File: src/rtl/hex_pkg.sv
// Shared 7-segment definitions for the hex display driver and its receive-side decoder.
// Contents:
//   DECIMAL_DIGITS / OUTPUT_WIDTH  digit count and binary result width
//   SEG_ZERO..SEG_NINE, SEG_BLANK  active-low segment codes, bits {g,f,e,d,c,b,a}
//   digit_e                        decimal digit enum used by the driver
//   state_e                        decoder FSM states
//   seg7_to_digit()                segment code -> {invalid, digit[3:0]}
package hex_pkg;

   localparam int unsigned DECIMAL_DIGITS = 6;
   localparam int unsigned OUTPUT_WIDTH   = 20;

   localparam logic [6:0] SEG_ZERO  = 7'h40;
   localparam logic [6:0] SEG_ONE   = 7'h79;
   localparam logic [6:0] SEG_TWO   = 7'h24;
   localparam logic [6:0] SEG_THREE = 7'h30;
   localparam logic [6:0] SEG_FOUR  = 7'h19;
   localparam logic [6:0] SEG_FIVE  = 7'h12;
   localparam logic [6:0] SEG_SIX   = 7'h02;
   localparam logic [6:0] SEG_SEVEN = 7'h78;
   localparam logic [6:0] SEG_EIGHT = 7'h00;
   localparam logic [6:0] SEG_NINE  = 7'h18;
   localparam logic [6:0] SEG_BLANK = 7'h7F;

   typedef enum logic [3:0] {
      DIGIT_0, DIGIT_1, DIGIT_2, DIGIT_3, DIGIT_4,
      DIGIT_5, DIGIT_6, DIGIT_7, DIGIT_8, DIGIT_9
   } digit_e;

   typedef enum logic [2:0] {IDLE, CAPTURE, DECODE, ACCUM, DONE} state_e;

   // Blank decodes as a valid zero so leading-zero suppression round-trips.
   function automatic logic [4:0] seg7_to_digit(input logic [6:0] seg);
      logic [4:0] r;
      r = 5'b1_0000;
      case (seg)
         SEG_ZERO:  r = {1'b0, DIGIT_0};
         SEG_ONE:   r = {1'b0, DIGIT_1};
         SEG_TWO:   r = {1'b0, DIGIT_2};
         SEG_THREE: r = {1'b0, DIGIT_3};
         SEG_FOUR:  r = {1'b0, DIGIT_4};
         SEG_FIVE:  r = {1'b0, DIGIT_5};
         SEG_SIX:   r = {1'b0, DIGIT_6};
         SEG_SEVEN: r = {1'b0, DIGIT_7};
         SEG_EIGHT: r = {1'b0, DIGIT_8};
         SEG_NINE:  r = {1'b0, DIGIT_9};
         SEG_BLANK: r = {1'b0, DIGIT_0};
         default:   r = 5'b1_0000;
      endcase
      return r;
   endfunction

endpackage

File: src/rtl/bcd_to_binary_seq.sv
// Iterative BCD-to-binary converter: acc = acc*10 + digit, most significant digit first.
// Ports:
//   MAX10_CLK1_50  clock, rising edge
//   reset          synchronous, active-high
//   start_i        load: acc <= 0, idx <= Digits-1, begin stepping next cycle
//   digits_i       packed BCD digits, digit 0 in [3:0]; must be held while stepping
//   done_o         high during the cycle whose edge folds in the last digit
//   acc_o          accumulator; final value valid the cycle after done_o
module bcd_to_binary_seq #(
   parameter int unsigned Digits = 6,
   parameter int unsigned Width  = 20
) (
   input  logic                  MAX10_CLK1_50,
   input  logic                  reset,
   input  logic                  start_i,
   input  logic [Digits*4-1:0]   digits_i,
   output logic                  done_o,
   output logic [Width-1:0]      acc_o
);

   localparam int unsigned IdxW  = $clog2(Digits);
   localparam int unsigned WideW = Width + 4;

   logic [IdxW-1:0]  idx_q, idx_d;
   logic [Width-1:0] acc_q, acc_d;
   logic             busy_q, busy_d;
   logic [WideW-1:0] acc_wide;
   logic [WideW-1:0] acc_x10;
   logic             unused_acc_hi;

   // x10 as shift-and-add; 4 spare bits so the sum never wraps before truncation.
   always_comb begin
      acc_wide = {4'b0000, acc_q};
      acc_x10  = (acc_wide << 3) + (acc_wide << 1) +
                 WideW'(digits_i[32'(idx_q)*4 +: 4]);
   end

   assign unused_acc_hi = ^acc_x10[WideW-1:Width];

   always_comb begin
      acc_d  = acc_q;
      idx_d  = idx_q;
      busy_d = busy_q;
      if (start_i) begin
         acc_d  = '0;
         idx_d  = IdxW'(Digits - 1);
         busy_d = 1'b1;
      end else if (busy_q) begin
         acc_d = acc_x10[Width-1:0];
         if (idx_q == '0) begin
            busy_d = 1'b0;
         end else begin
            idx_d = idx_q - IdxW'(1);
         end
      end
   end

   always_ff @(posedge MAX10_CLK1_50) begin
      if (reset) begin
         acc_q  <= '0;
         idx_q  <= '0;
         busy_q <= 1'b0;
      end else begin
         acc_q  <= acc_d;
         idx_q  <= idx_d;
         busy_q <= busy_d;
      end
   end

   assign done_o = busy_q && (idx_q == '0);
   assign acc_o  = acc_q;

endmodule

File: src/rtl/seg7_to_binary_decoder.sv
// Reads six 7-segment codes (HEX5..HEX0, HEX0 least significant) back into a binary value.
// Ports:
//   MAX10_CLK1_50  50 MHz clock, rising edge
//   reset          synchronous, active-high; aborts a conversion in flight
//   HEX0..HEX5     active-low segment codes {dp,g,f,e,d,c,b,a}; dp ignored
//   start          one-cycle request, accepted only while decoder_ready
//   decoder_ready  idle and accepting start
//   result_valid   one-cycle pulse when binary_out/result_error update
//   result_error   some digit held an unrecognised pattern (held until next result)
//   binary_out     decoded value (0 on error), held between results
module seg7_to_binary_decoder
   import hex_pkg::*;
(
   input  logic                    MAX10_CLK1_50,
   input  logic                    reset,
   input  logic [7:0]              HEX0,
   input  logic [7:0]              HEX1,
   input  logic [7:0]              HEX2,
   input  logic [7:0]              HEX3,
   input  logic [7:0]              HEX4,
   input  logic [7:0]              HEX5,
   input  logic                    start,
   output logic                    decoder_ready,
   output logic                    result_valid,
   output logic                    result_error,
   output logic [OUTPUT_WIDTH-1:0] binary_out
);

   state_e                         state_q, state_d;
   logic [6:0]                     hex_in [DECIMAL_DIGITS];
   logic [6:0]                     seg_q  [DECIMAL_DIGITS];
   logic [6:0]                     seg_d  [DECIMAL_DIGITS];
   logic [DECIMAL_DIGITS*4-1:0]    digits_q, digits_d;
   logic                           invalid_q, invalid_d;
   logic [OUTPUT_WIDTH-1:0]        out_q, out_d;
   logic                           err_q, err_d;
   logic                           valid_q, valid_d;
   logic                           seq_start;
   logic                           seq_done;
   logic [OUTPUT_WIDTH-1:0]        seq_acc;
   logic [4:0]                     dec;
   logic                           unused_dp;

   assign hex_in[0] = HEX0[6:0];
   assign hex_in[1] = HEX1[6:0];
   assign hex_in[2] = HEX2[6:0];
   assign hex_in[3] = HEX3[6:0];
   assign hex_in[4] = HEX4[6:0];
   assign hex_in[5] = HEX5[6:0];
   assign unused_dp = ^{HEX0[7], HEX1[7], HEX2[7], HEX3[7], HEX4[7], HEX5[7]};

   always_comb begin
      state_d   = state_q;
      seg_d     = seg_q;
      digits_d  = digits_q;
      invalid_d = invalid_q;
      out_d     = out_q;
      err_d     = err_q;
      valid_d   = 1'b0;
      seq_start = 1'b0;
      dec       = '0;
      unique case (state_q)
         IDLE: begin
            if (start) begin
               seg_d   = hex_in;
               state_d = CAPTURE;
            end
         end
         CAPTURE: begin
            invalid_d = 1'b0;
            for (int i = 0; i < int'(DECIMAL_DIGITS); i++) begin
               dec                = seg7_to_digit(seg_q[i]);
               digits_d[i*4 +: 4] = dec[3:0];
               invalid_d          = invalid_d | dec[4];
            end
            state_d = DECODE;
         end
         DECODE: begin
            seq_start = 1'b1;
            state_d   = ACCUM;
         end
         ACCUM: begin
            if (seq_done) begin
               state_d = DONE;
            end
         end
         DONE: begin
            out_d   = invalid_q ? '0 : seq_acc;
            err_d   = invalid_q;
            valid_d = 1'b1;
            state_d = IDLE;
         end
         default: state_d = IDLE;
      endcase
   end

   always_ff @(posedge MAX10_CLK1_50) begin
      if (reset) begin
         state_q   <= IDLE;
         for (int i = 0; i < int'(DECIMAL_DIGITS); i++) begin
            seg_q[i] <= '0;
         end
         digits_q  <= '0;
         invalid_q <= 1'b0;
         out_q     <= '0;
         err_q     <= 1'b0;
         valid_q   <= 1'b0;
      end else begin
         state_q   <= state_d;
         seg_q     <= seg_d;
         digits_q  <= digits_d;
         invalid_q <= invalid_d;
         out_q     <= out_d;
         err_q     <= err_d;
         valid_q   <= valid_d;
      end
   end

   bcd_to_binary_seq #(
      .Digits (DECIMAL_DIGITS),
      .Width  (OUTPUT_WIDTH)
   ) u_seq (
      .MAX10_CLK1_50 (MAX10_CLK1_50),
      .reset         (reset),
      .start_i       (seq_start),
      .digits_i      (digits_q),
      .done_o        (seq_done),
      .acc_o         (seq_acc)
   );

   assign decoder_ready = (state_q == IDLE);
   assign result_valid  = valid_q;
   assign result_error  = err_q;
   assign binary_out    = out_q;

endmodule

File: config.mk
export PLATFORM = sky130hd
export DESIGN_NAME = seg7_to_binary_decoder
export DESIGN_NICKNAME = d
export VERILOG_FILES = /design/src/rtl/hex_pkg.sv /design/src/rtl/bcd_to_binary_seq.sv /design/src/rtl/seg7_to_binary_decoder.sv
export SDC_FILE = /design/constraint.sdc
export NUM_CORES = 1
export LEC_CHECK = 0
export BUFFER_PORTS_ARGS = -buffer_cell sky130_fd_sc_hd__clkbuf_2
export CORE_MARGIN = 2
export CORE_UTILIZATION = 59
export DETAILED_ROUTE_END_ITERATION = 16
export MAX_ROUTING_LAYER = met4
export PLACE_DENSITY = 0.88
export SYNTH_ARGS = -nofsm -noshare
export SYNTH_HDL_FRONTEND = slang
export SYNTH_HIERARCHICAL = 1
export SYNTH_SLANG_ARGS = --single-unit
export TNS_END_PERCENT = 1
File: constraint.sdc
create_clock -name MAX10_CLK1_50 -period 4.1 [get_ports MAX10_CLK1_50]
set_clock_uncertainty 0.2 [all_clocks]
set_input_delay 0.41 -clock MAX10_CLK1_50 [delete_from_list [all_inputs] [get_ports MAX10_CLK1_50]]
set_output_delay 0.41 -clock MAX10_CLK1_50 [all_outputs]
set_load 0.005 [all_outputs]
# ---- Yosys cells after proc, flatten, opt, wreduce, memory -nomap -nowiden
# Index checks and enable logic that the tools add are counted.
# W data, S select, Z words.
dict set report classes {
  shifts 1
  muxes 24
  reduce_logical 21
  eq_ne 67
  add_sub_neg 3
  bitwise 6
}
# op n
set ops {}
lappend ops {{$pmux W5 S10} 6}
lappend ops {{$eq A7 B7 Y1 const B} 24}
lappend ops {{$eq A7 B5 Y1 const B} 18}
lappend ops {{$eq A7 B6 Y1 const B} 12}
lappend ops {{$eq A7 B2 Y1 const B} 6}
lappend ops {{$logic_not A7 Y1} 6}
lappend ops {{$mux W5} 6}
lappend ops {{$shiftx A24 B6 Y4} 1}
lappend ops {{$add A20 B20 Y20} 1}
lappend ops {{$add A20 B4 Y20} 1}
lappend ops {{$mux W20} 1}
lappend ops {{$mux W3} 5}
lappend ops {{$reduce_or A2 Y1} 7}
lappend ops {{$pmux W3 S4} 1}
lappend ops {{$reduce_and A2 Y1} 4}
lappend ops {{$eq A3 B2 Y1 const B} 2}
lappend ops {{$logic_not A3 Y1} 2}
lappend ops {{$ne A2 B2 Y1 const B} 3}
lappend ops {{$mux W1} 5}
lappend ops {{$or A1 B1 Y1} 5}
lappend ops {{$eq A3 B1 Y1 const B} 1}
lappend ops {{$eq A3 B3 Y1 const B} 1}
lappend ops {{$sub A3 B1 Y3 const B} 1}
lappend ops {{$reduce_bool A2 Y1} 1}
lappend ops {{2 further kinds} 2}
dict set report totals {
  input_bits 51
  ff_bits 116
  out_inout_bits 23
  wordCells 138
}

# ---- Depth between registers and ports, before layout
# Gate-level depths: netlist of run 1.
dict set report depth {
  word_depth 9
  depth_mapped 14
  mapped_depth_nobuf 14
}

# ---- Cells and area by module
# The synthesis of run 1 kept the hierarchy.
# mod instances area_per_inst_um2 cells_each
set modules_own_cells {}
lappend modules_own_cells {seg7_to_binary_decoder 1 4589.4 608}
lappend modules_own_cells {bcd_to_binary_seq 1 2062.0 229}

# ---- Least setup slack after synthesis of run 1
# OpenSTA, ideal clock, no wires.
dict set report synth_path {
  path_type {flip-flop to flip-flop}
  startpoint {reg u_seq.idx_q[0]}
  endpoint {reg u_seq.acc_q[16] (netlist: u_seq/acc_o[16])}
  period_less_slack_ns 3.773
  path_buffers 1
  arrival_time_ns 3.452
  setup_slack_ns 0.327
  stages_incl_launch_ff 15
  path_cell_list {dfxtp_1 buf_2 mux4_2 nand2_1 o21ai_0 ha_1 ha_1 fa_1 a21o_1 a221oi_2 a311oi_2 a211o_1 a21oi_2 nor3_1 a221o_1}
}
dict set report synth_between {
  elab_chain_len 2
}
# item line_no
set synth_lines {}
lappend synth_lines {{from (decl)} bcd_to_binary_seq.sv:24} ;# logic [IdxW-1:0] idx_q, idx_d;
lappend synth_lines {{from (signal assigned)} bcd_to_binary_seq.sv:65} ;# idx_q <= idx_d;
lappend synth_lines {{$shiftx A24 B6 Y4} bcd_to_binary_seq.sv:35} ;# WideW'(digits_i[32'(idx_q)*4 +: 4]);
lappend synth_lines {{$add A20 B4 Y20} bcd_to_binary_seq.sv:34} ;# acc_x10 = (acc_wide << 3) + (acc_wide << 1) +
lappend synth_lines {{to (signal assigned)} bcd_to_binary_seq.sv:60} ;# acc_q <= '0;
lappend synth_lines {{to (signal assigned)} bcd_to_binary_seq.sv:64} ;# acc_q <= acc_d;
lappend synth_lines {{to (decl)} bcd_to_binary_seq.sv:25} ;# logic [Width-1:0] acc_q, acc_d;
# No other way between the ends.
# A chain may end at the register's enable or synchronous reset.

# ---- Final worst setup path of run 1
# Ends and elaborated chain as after synthesis.

==> results of run 1 <==
## worst max-delay path, stage by stage, from the launching register on
cell and delay [ns]:
dfxtp_2 0.38, mux4_2 0.53, nand2_1 0.11, o21ai_0 0.13
ha_1 0.30, ha_1 0.23, fa_1 0.42, a21o_1 0.22
a221oi_4 0.30, a311oi_2 0.17, a211o_1 0.33, a21oi_2 0.16
nor3_1 0.07, a221o_1 0.26
## final cells by class
class,count,area share (%)
Multi-Input combinational cell,634,52.6
Clock inverter,12,2.04
Sequential cell,116,30.9
Tap cell,140,2.33
Inverter,19,0.947
Timing Repair Buffer,73,5.05
Clock buffer,20,6.20
## cell families (layout without fill, tap and decap cells)
family / Yosys count / in the layout / share of synthesized area [%]
simple gates: 341 / 341 / 24.6
compound gates: 203 / 203 / 19.4
flops: 116 / 116 / 34.9
buf+inv: 87 / 124 / 5.77
fa+ha+maj: 38 / 38 / 7.37
xor+xnor: 34 / 34 / 4.48
mux: 18 / 18 / 3.48
## power by group through the flow
| stage | logic, uW | registers (uW) | clock network [uW] |
|---|---|---|---|
| 2_1_floorplan | 383 | 1240 | 0 |
| 3_3_place_gp | 388 | 1310 | 0 |
| 6_report | 411 | 1300 | 1520 |
| 5_1_grt | 459 | 1310 | 1590 |
| 3_5_place_dp | 399 | 1320 | 0 |
| 4_1_cts | 408 | 1300 | 1530 |
## metrics by stage
step                      cells  total power (uW)  worst slack (ns)
after floorplan             837              1620             0.327
after global placement      982              1700             0.276
after detailed placement    982              1720             0.201
after CTS                  1014              3230            0.0770
after global routing       1014              3360            0.0708
final                      1014              3230             0.181
## registers in the layout, summed over array words and instances (netlist names)
register and flops:
state_q 3, u_seq/busy_q 1, u_seq/idx_q 3, seg_q 42, invalid_q 1, result_error 1, binary_out 20, result_valid 1
digits_q 24, u_seq/acc_o 20
## path summary, 6_finish.rpt
kind                               startpoint                            to  slack, ns  cells after the start
setup / recovery  u_seq/idx_q[0]$_SDFFE_PP0P_  u_seq/acc_o[16]$_SDFFE_PP0P_       0.18                     13
hold / removal                        HEX3[4]        seg_q[18]$_SDFFE_PP0P_       0.02                      3
setup reg to reg  u_seq/idx_q[0]$_SDFFE_PP0P_  u_seq/acc_o[16]$_SDFFE_PP0P_       0.18                     13
hold reg to reg     result_error$_SDFFE_PP0P_     result_error$_SDFFE_PP0P_       0.25                      2
## placed cells by master, fill, tap and decap left out, drive strengths merged, types with 8 or more instances in the layout
| cell type | count |
|---|---|
| nor3b | 21 |
| o21ai | 24 |
| mux2i | 13 |
| dfxtp | 116 |
| a211oi | 11 |
| xnor2 | 18 |
| inv | 19 |
| nor2 | 83 |
| nand3 | 25 |
| clkbuf | 86 |
| nor2b | 9 |
| nor3 | 25 |
| a21oi | 100 |
| ha | 36 |
| xor2 | 16 |
| nand2 | 122 |
| nand4 | 8 |
## layer usage
| layer | vias to the layer above | routed length [um] | part of all wire [%] | global-route usage, % |
|---|---|---|---|---|
| met2 | 190 | 7740 | 52 | 46.9 |
| met3 | 26 | 735 | 4.9 | 6.06 |
| li1 | 3026 | - | - | - |
| met5 | - | 0 | 0 | - |
| met1 | 2813 | 6240 | 42 | 30.4 |
| met4 | 0 | 278 | 1.9 | 8.39 |
==> summary.md, run 1 <==
| Metric | Value |
|---|---|
| Final wirelength | 15000 um |
| Average cell area after synthesis | 7.95 um2 |
| Netlist Area Pre-Place | 6650 um2 |
| Worst-path clk slew | 0.06 ns |
| Max Transition Viols Final | 0 |
| Post-synth top flop | dfxtp_1 |
| Clock network power share | 47.1% |
| Synthesized netlist cell count | 837 |
| Synth top cells by count | nand2_1 (122), dfxtp_1 (116), a21oi_1 (99) |
| Required time worst endpoint | 4.20 ns |
| Fin crit share | 95.6% |
| Worst Path Arrival | 4.02 ns |
| IO Pins | 74 |
| Area leader, netlist | dfxtp_1 |
| Fmax | 0.255 GHz |
| Placed Area | 6890 um2 |
| Fillers | 857 |
| Hold buffers post-CTS | 0 |
| Final instance area | 7530 um2 |
| CP endpoint kind | register |
| Post-synth EDFFs | 0 |
| # diodes | 0 |
| Net Sw Power | 861 uW |
| Yosys warnings | 6 |
| Iter 0 DRT Violations | 397 |
| Final weighted congestion in routability-driven placement | 0.883 |
| Core ar. | 10900 um2 |
| Register area share after synthesis | 34.9% |
| DP HPWL | 9750 um |
| DR vias | 6055 |
| Clk_lat worst skew | 0.41 ns |
| RSZ-0062 raised after global routing | no |
| CTS Buffer Depth | 2 |
| Leakage Power | 0.00308 uW |
| Clock Sinks | 116 |
| Worst hold margin | 0.0168 ns |
| FF+latch count, synth | 116 |
| Global-route wire length before repair | 25100 um |
| DRC errors left | 0 |
| CTS Buf Count | 17 |
| Int Power | 2370 uW |
| Finish-stage setup viols | 0 |
| Pwr Density | 429 nW/um2 |
| Die ar. | 12100 um2 |
| CTS root buffer | clkbuf_16 |
| Max rail drop VDD | 470 uV |
| Post-synth net total | 926 |
| Layout area overhead | 13.2% |
| Port-buffer cells | 67 |
| FFs w/ async S/R, synth | 0% |
| First-pass detailed-route iteration total | 5 |
| CP Class | reg -> reg |
| Hold Crit Class | in -> reg |
| Grt ovf | 0 |
| Synth top area cells | dfxtp_1 (35%), a21oi_1 (7.4%), nand2_1 (6.9%), ha_1 (6.8%), nor2_1 (4.6%) |
| Reg power frac | 40.2% |
| Die height | 110 um |
| Gr usage total | 26.8% |
| Setup Fix Bufs, Post-CTS | 0 |
| Final Hold Fails | 0 |
| Initial antenna violation count | 0 |
| Share of cells above drive strength 1 | 13.8% |
| Starting Density | 60.8% |
| Setup TNS | 0 ns |
| Worst slew pin tran | 0.980 ns |
| Worst slew margin | 34.7% |
| Pin count of the biggest net entering global routing | 96 |
| Total of max-cap violations | 0 |
| Share of the synthesized area in the top cell type | 34.9% |
| ANT nets after route | 0 |
| CTS tree | built |
| Row cnt | 38 |
| Vias in the first global route | 5506 |
| Netlist cell types | 75 |
| Register area | 2320 um2 |
| Most numerous cell in the Yosys netlist | nand2_1 |
| Status | finished clean |
| Area of the multi-input gates | 3960 um2 |
| Crit path max fanout | 4 |
| Final design utilization | 68.8% |
| Min cycle time layout | 3.92 ns |
| Die width | 110 um |
| DR WL/cell | 14.8 um |
| Switching Share | 26.6% |
| Nets | 950 |
| Mean number of vias per cell | 5.97 |
| Post_cts resized | 0 |
| CP Launch Type | register |
| Gate power share | 12.7% |
| H-tree depth | 4 |
(Power assumes the default switching activity.)
==> run 2: changes to the inputs <==
==> constraint.sdc (replaced) <==
create_clock -name MAX10_CLK1_50 -period 4.1 [get_ports MAX10_CLK1_50]
set_clock_uncertainty 0.2 [all_clocks]
set_input_delay 0.615 -clock MAX10_CLK1_50 [delete_from_list [all_inputs] [get_ports MAX10_CLK1_50]]
set_output_delay 0.615 -clock MAX10_CLK1_50 [all_outputs]
set_load 0.005 [all_outputs]
==> run 2 against run 1 <==
Flip-flop and latch count unchanged. Clock power is 3% lower. First-iteration DRC count fell by 3.0%. Sequential power about the same. Sequential share of layout area is 0.12 points higher. Largest power group unchanged.
==> summary.md, run 2 (synthesized netlist as in run 1, its figures left out) <==
| Metric | Value |
|---|---|
| CTS tree | built |
| Starting Density | 60.8% (unchanged) |
| Fillers | 855 (-0.23%) |
| Global-route wire length before repair | 24700 um (-1.4%) |
| DRC errors left | 0 (unchanged) |
| Hold Crit Class | in -> reg |
| Vias in the first global route | 5407 (-1.8%) |
| Pin count of the biggest net entering global routing | 96 (unchanged) |
| Die ar. | 12100 um2 (unchanged) |
| Routing usage on met2 | 43.8% (-3.2 points) |
| Total of max-cap violations | 0 (unchanged) |
| Pwr Density | 425 nW/um2 (-0.99%) |
| Iter 0 DRT Violations | 385 (-3.0%) |
| Worst-path clk slew | 0.05 ns (about the same) |
| Max rail drop VDD | 322 uV (-32%) |
| Fmax | 0.253 GHz (-0.87%) |
| Final wirelength | 14800 um (-0.98%) |
| Row cnt | 38 (unchanged) |
| Die width | 110 um (unchanged) |
| Fin crit share | 96.4% (+0.84 points) |
| R2r setup slk | 0.15 ns (-0.03 ns) |
| CTS Buf Count | 17 (unchanged) |
| Gr usage total | 26.3% (-0.49 points) |
| Commonest non-fill, non-tap cells in the layout | nand2_1 (122), dfxtp_1 (116), a21oi_1 (99), nor2_1 (82), clkbuf_2 (66) |
| DR WL/cell | 14.7 um (-0.78%) |
| Nets | 950 (unchanged) |
| Final weighted congestion in routability-driven placement | 0.884 (+0.17%) |
| Tot Pwr | 3190 uW (-1.4%) |
| Required time worst endpoint | 4.20 ns (about the same) |
| CTS Buffer Depth | 2 (unchanged) |
| Status | finished clean |
| Die height | 110 um (unchanged) |
| Share of cells above drive strength 1 | 13.4% (-0.43 points) |
| Regs by FF count | seg_q: 42 flops, digits_q: 24 flops |
| IO Pins | 74 (unchanged) |
| # diodes | 0 (unchanged) |
| CP Class | reg -> reg |
| Max Transition Viols Final | 0 (unchanged) |
| Leakage Power | 0.00306 uW (-0.48%) |
| Met3 Use GR | 6.06% (unchanged) |
| Layout area overhead | 12.7% |
| Initial antenna violation count | 0 (unchanged) |
| CTS root buffer | clkbuf_16 |
| Final Hold Fails | 0 (unchanged) |
| H-tree depth | 4 (unchanged) |
| Clock Sinks | 116 (unchanged) |
| Port-buffer cells | 67 (unchanged) |
| Gr busiest metal | met2 |
| Mean number of vias per cell | 5.97 (about the same) |
| Min cycle time layout | 3.95 ns (+0.0344 ns) |
| Crit path max fanout | 4 (unchanged) |
| Met1 usage | 31.2% (+0.81 points) |
| Worst slew pin tran | 1.05 ns (+0.0753 ns) |
| Setup TNS | 0 ns (unchanged) |
| CP Launch Type | register |
| Grt ovf | 0 (unchanged) |
| Finish-stage setup viols | 0 (unchanged) |
| Worst slew margin | 29.7% (-5.0 points) |
| CP endpoint kind | register |
| First-pass detailed-route iteration total | 5 (unchanged) |
| DP HPWL | 9660 um (-0.87%) |
| Most common cell after layout, fill and taps aside | nand2_1 |
| Hold buffers post-CTS | 0 (unchanged) |
| ANT nets after route | 0 (unchanged) |
| Clk_lat worst skew | 0.42 ns (about the same) |
| Top reg by flops | seg_q |
| Max reg flops | 42 (unchanged) |
| Register area | 2320 um2 (about the same) |
| Worst Path Arrival | 4.05 ns (+0.03 ns) |
| DR vias | 6038 (-0.28%) |
| RSZ-0062 raised after global routing | no |
| Core ar. | 10900 um2 (unchanged) |
| Area of the multi-input gates | 3960 um2 (unchanged) |
run 2: report_power, final:
part	internal [uW]	switching [uW]
Combinational	179	228
Sequential	1190	109
Clock	974	506
Total	2340	843
run 2: what timing repair did:
action	CTS	global route
setup endpoints to repair	0	1
buffers inserted	0	0
resized for setup	0	1
run 2: area by class of cell:
class / instances / share of cell area (%)
well taps: 140 / 2.34
clock inverters: 10 / 1.77
multi-input cells: 634 / 52.8
clock buffers: 20 / 6.09
repair buffers: 73 / 5.08
flip-flops and latches: 116 / 31.0
inverters: 19 / 0.952
run 2: final timing paths:
check                              start                      endpoint  depth (start not counted)
min reg2reg    digits_q[20]$_SDFFE_PP0P_     digits_q[20]$_SDFFE_PP0P_                          2
max          u_seq/idx_q[0]$_SDFFE_PP0P_  u_seq/acc_o[16]$_SDFFE_PP0P_                         13
min                              HEX2[4]        seg_q[25]$_SDFFE_PP0P_                          3
max reg2reg  u_seq/idx_q[0]$_SDFFE_PP0P_  u_seq/acc_o[16]$_SDFFE_PP0P_                         13
run 2: per-layer routing:
| layer | part of all wire [%] | vias to the layer above |
|---|---|---|
| met5 | 0 | - |
| met4 | 1.7 | 0 |
| met3 | 4.5 | 25 |
| met2 | 51 | 165 |
| met1 | 43 | 2833 |
| li1 | - | 3015 |
run 2: stage by stage:
stage	utilization (%)	cell area (um2)	hold slack (ns)	cells	setup slack [ns]
detailed placement	63.0	6890	0.248	982	0.241
CTS	68.4	7480	0.210	1012	0.140
global placement	63.0	6890	0.230	982	0.274
finish	68.5	7490	0.216	1012	0.147
floorplan	-	6650	0.217	837	0.327
global route	68.5	7490	0.213	1012	0.0189
run 2: worst max-delay path: stages, from the launching register on:
cell and delay (ns):
dfxtp_1 0.43, mux4_2 0.54, nand2_1 0.10, o21ai_0 0.11
ha_1 0.30, ha_1 0.23, fa_1 0.42, a21o_1 0.22
a221oi_4 0.30, a311oi_2 0.17, a211o_1 0.33, a21oi_2 0.16
nor3_1 0.06, a221o_1 0.27
==> run 3: changes to the inputs <==
--- a/config.mk
+++ b/config.mk
@@ -10,7 +10,7 @@
 export CORE_UTILIZATION = 59
 export DETAILED_ROUTE_END_ITERATION = 16
 export MAX_ROUTING_LAYER = met4
-export PLACE_DENSITY = 0.88
+export PLACE_DENSITY = 0.83
 export SYNTH_ARGS = -nofsm -noshare
 export SYNTH_HDL_FRONTEND = slang
 export SYNTH_HIERARCHICAL = 1
==> run 3 against run 2 <==
Critical path depth unchanged. Final cell count grew 0.20%. Sequential share of layout area up 0.073 points. Routed wire length grew 5.6%. Die area unchanged. Register-to-register slack better by 0.09 ns. Clock power down 5%. Global-route usage is 1.5 points higher. Non-clock buffer count unchanged. Count of clock-buffer cells in the layout fell by 2. Worst setup slack better by 0.090 ns. Design area fell by 0.23%. Critical endpoint unchanged.
==> summary.md, run 3 (synthesized netlist as in run 1, its figures left out) <==
| Metric | Value |
|---|---|
| Iter 0 DRT Violations | 322 (-16%) |
| Inst Count DP | 982 (unchanged) |
| H-tree depth | 4 (unchanged) |
| Global-route wire length before repair | 25900 um (+4.7%) |
| Fin crit share | 94.2% (-2.2 points) |
| Pwr Density | 418 nW/um2 (-1.8%) |
| RSZ-0062 raised after global routing | no |
| ANT nets after route | 0 (unchanged) |
| Worst Path Arrival | 3.97 ns (-0.08 ns) |
| Setup TNS | 0 ns (unchanged) |
| Row cnt | 38 (unchanged) |
| Leakage Power | 0.00303 uW (-1.1%) |
| Die ar. | 12100 um2 (unchanged) |
| Non-Filler Instances | 1014 (+0.20%) |
| Placed Area | 6890 um2 (unchanged) |
| IO Pins | 74 (unchanged) |
| Share of cells above drive strength 1 | 13.7% (+0.31 points) |
| DR vias | 6136 (+1.6%) |
| CP bufs+invs | 0 (unchanged) |
| DP HPWL | 10700 um (+11%) |
| Top reg by flops | seg_q |
| Starting Density | 60.8% (unchanged) |
| Worst slew margin | 29.3% (-0.34 points) |
| Critical path's most frequent cell | ha_1 |
| Final Hold Fails | 0 (unchanged) |
| Final wirelength | 15700 um (+5.6%) |
| Grt ovf | 0 (unchanged) |
| Clock Sinks | 116 (unchanged) |
| Setup Fix Bufs, Post-CTS | 0 (unchanged) |
| Die width | 110 um (unchanged) |
| Total of max-cap violations | 0 (unchanged) |
| Most common cell after layout, fill and taps aside | nand2_1 |
| Final instance area | 7480 um2 (-0.23%) |
| Die height | 110 um (unchanged) |
| Initial antenna violation count | 0 (unchanged) |
| Hold Crit Class | in -> reg |
| # diodes | 0 (unchanged) |
| CP max-delay cell | mux4_2 |
| CTS Buf Count | 17 (unchanged) |
| CTS tree | built |
| Hold buffers post-CTS | 0 (unchanged) |
| Regs by FF count | seg_q: 42 flops, digits_q: 24 flops |
| CP top delay family | compound AO/OA/AOI/OAI gates |
| Gr usage total | 27.8% (+1.5 points) |
| Max Transition Viols Final | 0 (unchanged) |
| Mean number of vias per cell | 6.05 (+1.4%) |
| Nets | 950 (unchanged) |
| Required time worst endpoint | 4.21 ns (about the same) |
| Pin count of the biggest net entering global routing | 50 (-48%) |
| CTS Buffer Depth | 2 (unchanged) |
| Port-buffer cells | 67 (unchanged) |
| Fillers | 911 (+6.5%) |
| CP cell instances | mux4_2 -> nand2_1 -> o21ai_0 -> ha_1 -> ha_1 -> fa_1 -> a21o_1 -> a221oi_4 -> a311oi_2 -> a211o_1 -> a21oi_2 -> nor3_1 -> a221o_1 |
| Layout area overhead | 12.4% |
| CTS root buffer | clkbuf_16 |
| Min cycle time layout | 3.86 ns (-0.0903 ns) |
| Max rail drop VDD | 347 uV (+8.0%) |
| Worst slew pin tran | 1.06 ns (+0.00516 ns) |
| Crit-path max cell delay | 0.52 ns (-0.02 ns) |
| DRC errors left | 0 (unchanged) |
| Post_cts resized | 0 (unchanged) |
| Core ar. | 10900 um2 (unchanged) |
| Finish-stage setup viols | 0 (unchanged) |
| DR WL/cell | 15.5 um (+5.4%) |
| Vias in the first global route | 5594 (+3.5%) |
| First-pass detailed-route iteration total | 6 (+1) |
| Worst-path clk slew | 0.06 ns (about the same) |
| Max reg flops | 42 (unchanged) |
| Crit path max fanout | 4 (unchanged) |
| CP Class | reg -> reg |
| Final weighted congestion in routability-driven placement | 0.887 (+0.31%) |
| Status | finished clean |
| CP endpoint kind | register |
| Fmax | 0.259 GHz (+2.3%) |
| CP Launch Type | register |
| Commonest non-fill, non-tap cells in the layout | nand2_1 (122), dfxtp_1 (116), a21oi_1 (99), nor2_1 (82), clkbuf_2 (66) |
| Clk_lat worst skew | 0.43 ns (about the same) |
[run 3: changes by cell type in the layout (fill, tap and decap cells not counted), sizes merged]
cell / before / now
clkinvlp: 3 / 9
clkinv: 4 / 3
clkbuf: 86 / 84
inv: 19 / 20
bufinv: 3 / 1
[run 3: routing by layer]
| metal | global-route usage (%) | wire length (um) | vias up |
|---|---|---|---|
| li1 | - | - | 3017 |
| met1 | 31.4 | 6500 | 2862 |
| met2 | 47.8 | 7920 | 213 |
| met3 | 5.64 | 774 | 44 |
| met4 | 12.0 | 483 | 0 |
| met5 | - | 0 | - |
[run 3: final timing paths]
path	slack [ns]	cells after the start	from	endpoint
max reg2reg	0.24	13	u_seq/idx_q[0]$_SDFFE_PP0P_	u_seq/acc_o[16]$_SDFFE_PP0P_
max	0.24	13	u_seq/idx_q[0]$_SDFFE_PP0P_	u_seq/acc_o[16]$_SDFFE_PP0P_
min reg2reg	0.26	2	digits_q[23]$_SDFFE_PP0P_	digits_q[23]$_SDFFE_PP0P_
min	0.20	3	HEX0[1]	seg_q[36]$_SDFFE_PP0P_
[run 3: stage by stage]
stage | utilization, % | hold WS (ns) | setup slack, ns | power (uW)
global placement | 63.0 | 0.235 | 0.253 | 1700
finish | 68.4 | 0.204 | 0.237 | 3120
floorplan | - | 0.217 | 0.327 | 1620
global route | 68.4 | 0.212 | 0.0270 | 3250
detailed placement | 63.0 | 0.257 | 0.211 | 1730
CTS | 68.3 | 0.197 | 0.191 | 3130
[run 3: layout make-up]
type / count / area [um2] / share of cell area, %
Clock buffer: 18 / 439 / 5.87
Clock inverter: 14 / 133 / 1.77
Inverter: 19 / 71.3 / 0.954
Multi-Input combinational cell: 634 / 3960 / 52.9
Sequential cell: 116 / 2320 / 31.1
Tap cell: 140 / 175 / 2.34
Timing Repair Buffer: 73 / 380 / 5.09
[run 3: power by group]
part           switching [uW]  leakage, uW  internal (uW)
clock                     558     0.000249            849
sequential                110     0.000944           1190
combinational             235      0.00183            179
[run 3: tightest hold or removal path, cell delays in order]
cell,delay (ns)
clkbuf_2,0.08
nand2_1,0.04
a21oi_1,0.05
